### src/rtl/my_mod_pkg.sv
// Shared types for the my_mod accumulate/shift/logic unit: operand width,
// opcode enum and the result bundle carried down the output pipeline.
package my_mod_pkg;

   localparam int unsigned WIDTH = 9;

   typedef enum logic [2:0] {
      OP_LOAD = 3'd0,
      OP_ADD  = 3'd1,
      OP_SUB  = 3'd2,
      OP_SHL  = 3'd3,
      OP_SHR  = 3'd4,
      OP_SRA  = 3'd5,
      OP_XOR  = 3'd6,
      OP_XNOR = 3'd7
   } op_e;

   typedef struct packed {
      logic [WIDTH-1:0] data;
      logic             carry;
      logic             zero;
      logic             parity;
   } result_t;

   // Idle/reset contents of a stage: zero data, so the zero flag reads 1.
   localparam result_t RESULT_IDLE = '{data: '0, carry: 1'b0, zero: 1'b1, parity: 1'b0};

   function automatic result_t mk_result(input logic [WIDTH-1:0] data, input logic carry);
      result_t res;
      res.data   = data;
      res.carry  = carry;
      res.zero   = ~|data;
      res.parity = ^data;
      return res;
   endfunction

endpackage

### src/rtl/my_mod_pipe.sv
// Output pipeline: DEPTH stages of result_t plus valid, all advancing together
// on a common enable so a stalled output freezes every stage.
module my_mod_pipe
   import my_mod_pkg::*;
#(
   parameter int unsigned DEPTH = 2
) (
   input  logic    clk,
   input  logic    rst,
   input  logic    i_en,
   input  logic    i_valid,
   input  result_t i_data,
   output logic    o_valid,
   output result_t o_data
);

   logic    r_valid [DEPTH];
   result_t r_data  [DEPTH];

   always_ff @(posedge clk or posedge rst) begin
      if (rst) begin
         for (int unsigned i = 0; i < DEPTH; i++) begin
            r_valid[i] <= 1'b0;
            r_data[i]  <= RESULT_IDLE;
         end
      end else if (i_en) begin
         r_valid[0] <= i_valid;
         r_data[0]  <= i_data;
         for (int unsigned i = 1; i < DEPTH; i++) begin
            r_valid[i] <= r_valid[i-1];
            r_data[i]  <= r_data[i-1];
         end
      end
   end

   assign o_valid = r_valid[DEPTH-1];
   assign o_data  = r_data[DEPTH-1];

endmodule

### src/rtl/my_mod.sv
// 9-bit accumulate/shift/logic unit: accumulator + ALU with valid/ready input,
// results delivered through a Y-stage backpressured output pipeline.
module my_mod
   import my_mod_pkg::*;
#(
   parameter int unsigned X = 1,
   parameter int unsigned Y = 2
) (
   input  logic             clk,
   input  logic             rst,
   input  logic             in_valid,
   output logic             in_ready,
   input  logic [2:0]       op,
   input  logic [WIDTH-1:0] foo,
   input  logic             out_ready,
   output logic             out_valid,
   output logic [WIDTH-1:0] x,
   output logic             carry,
   output logic             zero,
   output logic             parity
);

   logic [WIDTH-1:0] r_acc;
   logic             w_stall;
   logic             w_accept;
   logic [WIDTH:0]   w_wide;
   logic [WIDTH-1:0] w_data;
   logic             w_carry;
   result_t          w_res;
   result_t          w_pipe_in;
   result_t          w_pipe_out;

   assign w_stall  = out_valid & ~out_ready;
   assign in_ready = ~w_stall;
   assign w_accept = in_valid & in_ready;

   always_comb begin
      w_wide  = '0;
      w_data  = '0;
      w_carry = 1'b0;
      case (op_e'(op))
         OP_LOAD: w_data = foo;
         OP_ADD: begin
            w_wide  = {1'b0, r_acc} + {1'b0, foo};
            w_data  = w_wide[WIDTH-1:0];
            w_carry = w_wide[WIDTH];
         end
         OP_SUB: begin
            // Bit WIDTH of the widened difference is the borrow.
            w_wide  = {1'b0, r_acc} - {1'b0, foo};
            w_data  = w_wide[WIDTH-1:0];
            w_carry = w_wide[WIDTH];
         end
         OP_SHL:  w_data = r_acc << X;
         OP_SHR:  w_data = r_acc >> X;
         OP_SRA:  w_data = $signed(r_acc) >>> X;
         OP_XOR:  w_data = r_acc ^ foo;
         OP_XNOR: w_data = ~(r_acc ^ foo);
         default: w_data = '0;
      endcase
      w_res = mk_result(w_data, w_carry);
   end

   always_ff @(posedge clk or posedge rst) begin
      if (rst) begin
         r_acc <= '0;
      end else if (w_accept) begin
         r_acc <= w_res.data;
      end
   end

   assign w_pipe_in = w_accept ? w_res : RESULT_IDLE;

   my_mod_pipe #(
      .DEPTH(Y)
   ) u_pipe (
      .clk     (clk),
      .rst     (rst),
      .i_en    (~w_stall),
      .i_valid (w_accept),
      .i_data  (w_pipe_in),
      .o_valid (out_valid),
      .o_data  (w_pipe_out)
   );

   assign x      = w_pipe_out.data;
   assign carry  = w_pipe_out.carry;
   assign zero   = w_pipe_out.zero;
   assign parity = w_pipe_out.parity;

endmodule

### config.mk
export PLATFORM = sky130hd
export DESIGN_NAME = my_mod
export DESIGN_NICKNAME = d
export VERILOG_FILES = /design/src/rtl/my_mod_pkg.sv /design/src/rtl/my_mod_pipe.sv /design/src/rtl/my_mod.sv
export SDC_FILE = /design/constraint.sdc
export NUM_CORES = 1
export LEC_CHECK = 0
export CAP_MARGIN = 20
export CORE_ASPECT_RATIO = 0.75
export CORE_MARGIN = 2
export CORE_UTILIZATION = 27
export DETAILED_ROUTE_END_ITERATION = 10
export PLACE_DENSITY_LB_ADDON = 0.15
export SLEW_MARGIN = 20
export SYNTH_ARGS = -nofsm -noshare
export SYNTH_HDL_FRONTEND = slang
export SYNTH_SLANG_ARGS = --single-unit
### constraint.sdc
create_clock -name clk -period 5.2 [get_ports clk]
set_input_delay 1.04 -clock clk [delete_from_list [all_inputs] [get_ports clk]]
set_output_delay 1.04 -clock clk [all_outputs]
set_load 0.01 [all_outputs]
==> impl_metrics.env <==
export IMPL_dpl_worst_slack_ps=633
export IMPL_grt_pass1_wl_mm=12.7
export IMPL_maxCapViolCount=0
export IMPL_reg2reg_depth=11
export IMPL_ctsResizeCount=0
export IMPL_first_global_vias=2371
export IMPL_setup_slack_ps=923
export IMPL_yosys_warnings=0
export IMPL_clkTransAtPathRegs_ps=50
export IMPL_antenna_cells=0
export IMPL_drcViolationCount=0
export IMPL_fin_skew_ps=5.84
export IMPL_htreeDepth=2
export IMPL_regToRegSetupSlack_ps=1810
export IMPL_setup_viol=0
export IMPL_dpl_cell_area_um2=3240
export IMPL_synth_edff_count=0
export IMPL_vias=2472
export IMPL_grt_antenna_before_repair=0
export IMPL_synth_seq_area_share=0.306
export IMPL_ys_flop_type="dfrtp_1"
export IMPL_yosysUniqueCellTypes=64
export IMPL_crit_buf_inv=2
export IMPL_insertion_delay_ps=280
export IMPL_slowest_stage="clkdlybuf4s50_1"
export IMPL_postLayoutCellArea_um2=3370
export IMPL_cts_buffer_depth=2
export IMPL_dp_hpwl_mm=5.88
export IMPL_end_kind="flip-flop"
export IMPL_globalplace_congestion=0.836
export IMPL_syn_inst=346
export IMPL_r2r_end="u_pipe.r_data[12]"
export IMPL_grt_use_total=0.144
export IMPL_drt_wl_total_mm=7.61
export IMPL_rr_startpoint="r_acc[6]"
export IMPL_fmax_mhz=234
export IMPL_setup_tns_ps=0
export IMPL_status="completed"
export IMPL_crit_type="input port to flip-flop"
export IMPL_overflow=0
export IMPL_routed_via_density=4.95
export IMPL_layout_commonest_cell="nand2_1"
export IMPL_grt_max_degree=36
export IMPL_startpoint="foo[6]"
export IMPL_hp_start="u_pipe.o_data[1]"
export IMPL_p_leak_nw=1.58
export IMPL_postCtsSetupRepairBufs=0
export IMPL_syn_nets=387
export IMPL_drtPass1Iterations=4
export IMPL_ir_drop_v=0.000129
export IMPL_layout_drive_gt1_share=0.0882
export IMPL_num_nets_final=403
export IMPL_holdWs_ps=460
export IMPL_crit_family="compound AO/OA/AOI/OAI gates"
export IMPL_dieWidth_um=123
export IMPL_cts_buffers=5
export IMPL_final_cell_mix="60 x nand2_1, 33 x dfrtp_1, 29 x clkdlybuf4s50_1"
export IMPL_drv_slew=0
export IMPL_io_buffers=29
export IMPL_cts_tree="built"
export IMPL_async_flop_share=1.00
export IMPL_finalCritPeriodShare=0.823
export IMPL_initialDrtViolationCount=139
export IMPL_rsz0062_at_grt="no"
export IMPL_post_route_min_period_ps=4280
export IMPL_wire_per_inst_um=15.2
export IMPL_critPathMaxStageDelay_ps=540
export IMPL_syn_cell_area_um2=2870
export IMPL_die_h_um=93.3
export IMPL_row_count=32
export IMPL_core_um2=10300
export IMPL_fin_util=0.327
export IMPL_slew_headroom=0.584
export IMPL_dieArea_um2=11500
export IMPL_min_path_cells=2
export IMPL_hold_end="u_pipe.o_data[1]"
export IMPL_hold_viol=0
export IMPL_arrival_ps=4420
export IMPL_ant_nets=0
export IMPL_pwr_density_cell_nw_per_um2=420
export IMPL_startpoint_type="input port"
export IMPL_min_path_type="flip-flop to flip-flop"
export IMPL_ctsHoldBuffers=0
export IMPL_synth_seq_cells=35
export IMPL_cts_root_buffer="clkbuf_16"
export IMPL_crit_chain="clkdlybuf4s50_1 -> inv_1 -> ha_1 -> a2111o_1 -> nor3b_1 -> or4_1 -> a21oi_1 -> o32ai_2 -> ha_1 -> xor2_1 -> xnor2_1 -> xnor2_1 -> o21ai_1"
export IMPL_initial_core_util=0.278
export IMPL_worst_slew_pin_slew_ps=622
export IMPL_critPathRequiredTime_ps=5340
export IMPL_io_pins=30
export IMPL_avgSynthCellArea_um2=8.29
export IMPL_clock_sinks=35
export IMPL_synthToLayoutAreaGrowth_pct=17.6
export IMPL_crit_fanout=12
stage by stage:
stage / total power, mW / cells
detailed placement: 1.14 / 491
finish: 1.42 / 499
CTS: 1.43 / 499
global placement: 1.15 / 491
global route: 1.55 / 499
floorplan: 0.954 / 346
routing by layer:
layer / global-route usage / share of wire / wire (µm)
met2: 0.201 / 0.41 / 3090
met3: 0.0317 / 0.057 / 431
met1: 0.225 / 0.53 / 4020
met5: 0 / 0 / 0
met4: 0.0284 / 0.0088 / 67
logic make-up after synthesis:
logic type / synth area share
simple gates: 0.195
compound gates: 0.257
buf+inv: 0.0816
flops: 0.306
fa+ha+maj: 0.114
xor+xnor: 0.0244
mux: 0.0218
cell usage after synthesis (4+ instances only):
cell,count,share of area
mux2i_1,4,0.014
a21oi_1,19,0.033
o211ai_1,4,0.010
dfrtp_1,33,0.29
o21a_1,4,0.010
clkbuf_1,9,0.012
nor2_1,27,0.035
a211oi_1,7,0.018
buf_4,11,0.029
ha_1,23,0.10
inv_1,20,0.026
xnor2_1,7,0.021
nand2_1,60,0.079
nand2b_1,5,0.011
nor2b_1,7,0.015
nand3_1,4,0.0070
a21o_1,12,0.031
buf_2,7,0.012
o21ai_0,19,0.033
state kept, by name, summed over array words and instances (netlist names):
name,cells
u_pipe.o_data,12
u_pipe.o_valid,1
r_acc,9
u_pipe.r_data,12
u_pipe.r_valid,1
area by class of cell:
class / instances / area [µm²]
multi-input cells: 262 / 1760
flip-flops and latches: 35 / 878
well taps: 136 / 170
clock buffers: 7 / 133
clock inverters: 1 / 5.00
repair buffers: 37 / 350
inverters: 21 / 78.8
fillers: 1094 / 6960
worst reg2reg max path, stage by stage, from the launching register on:
cell and delay [ps]:
dfrtp_1 450, ha_1 460, a2111o_1 450, nor3b_1 440, or4_1 180, a21oi_1 80, o32ai_2 290, ha_1 310
xor2_1 180, xnor2_1 190, xnor2_1 140, o21ai_1 70
power by group:
part	switching, mW	internal [mW]	total, mW	leakage [nW]
Combinational	0.388	0.333	0.721	1.07
Clock	0.107	0.177	0.284	0.0679
Sequential	0.0681	0.345	0.413	0.442
Total	0.563	0.855	1.42	1.58
worst max-delay path by stage:
stage,to,slack (ps),depth (start not counted)
global placement,u_pipe.r_data[12],540,13
finish,u_pipe.r_data[12],920,13
global route,u_pipe.r_data[12],660,13
floorplan,u_pipe.r_data[12],1640,12
detailed placement,u_pipe.r_data[12],630,13
CTS,u_pipe.r_data[12],940,13
(Power assumes the default switching activity.)
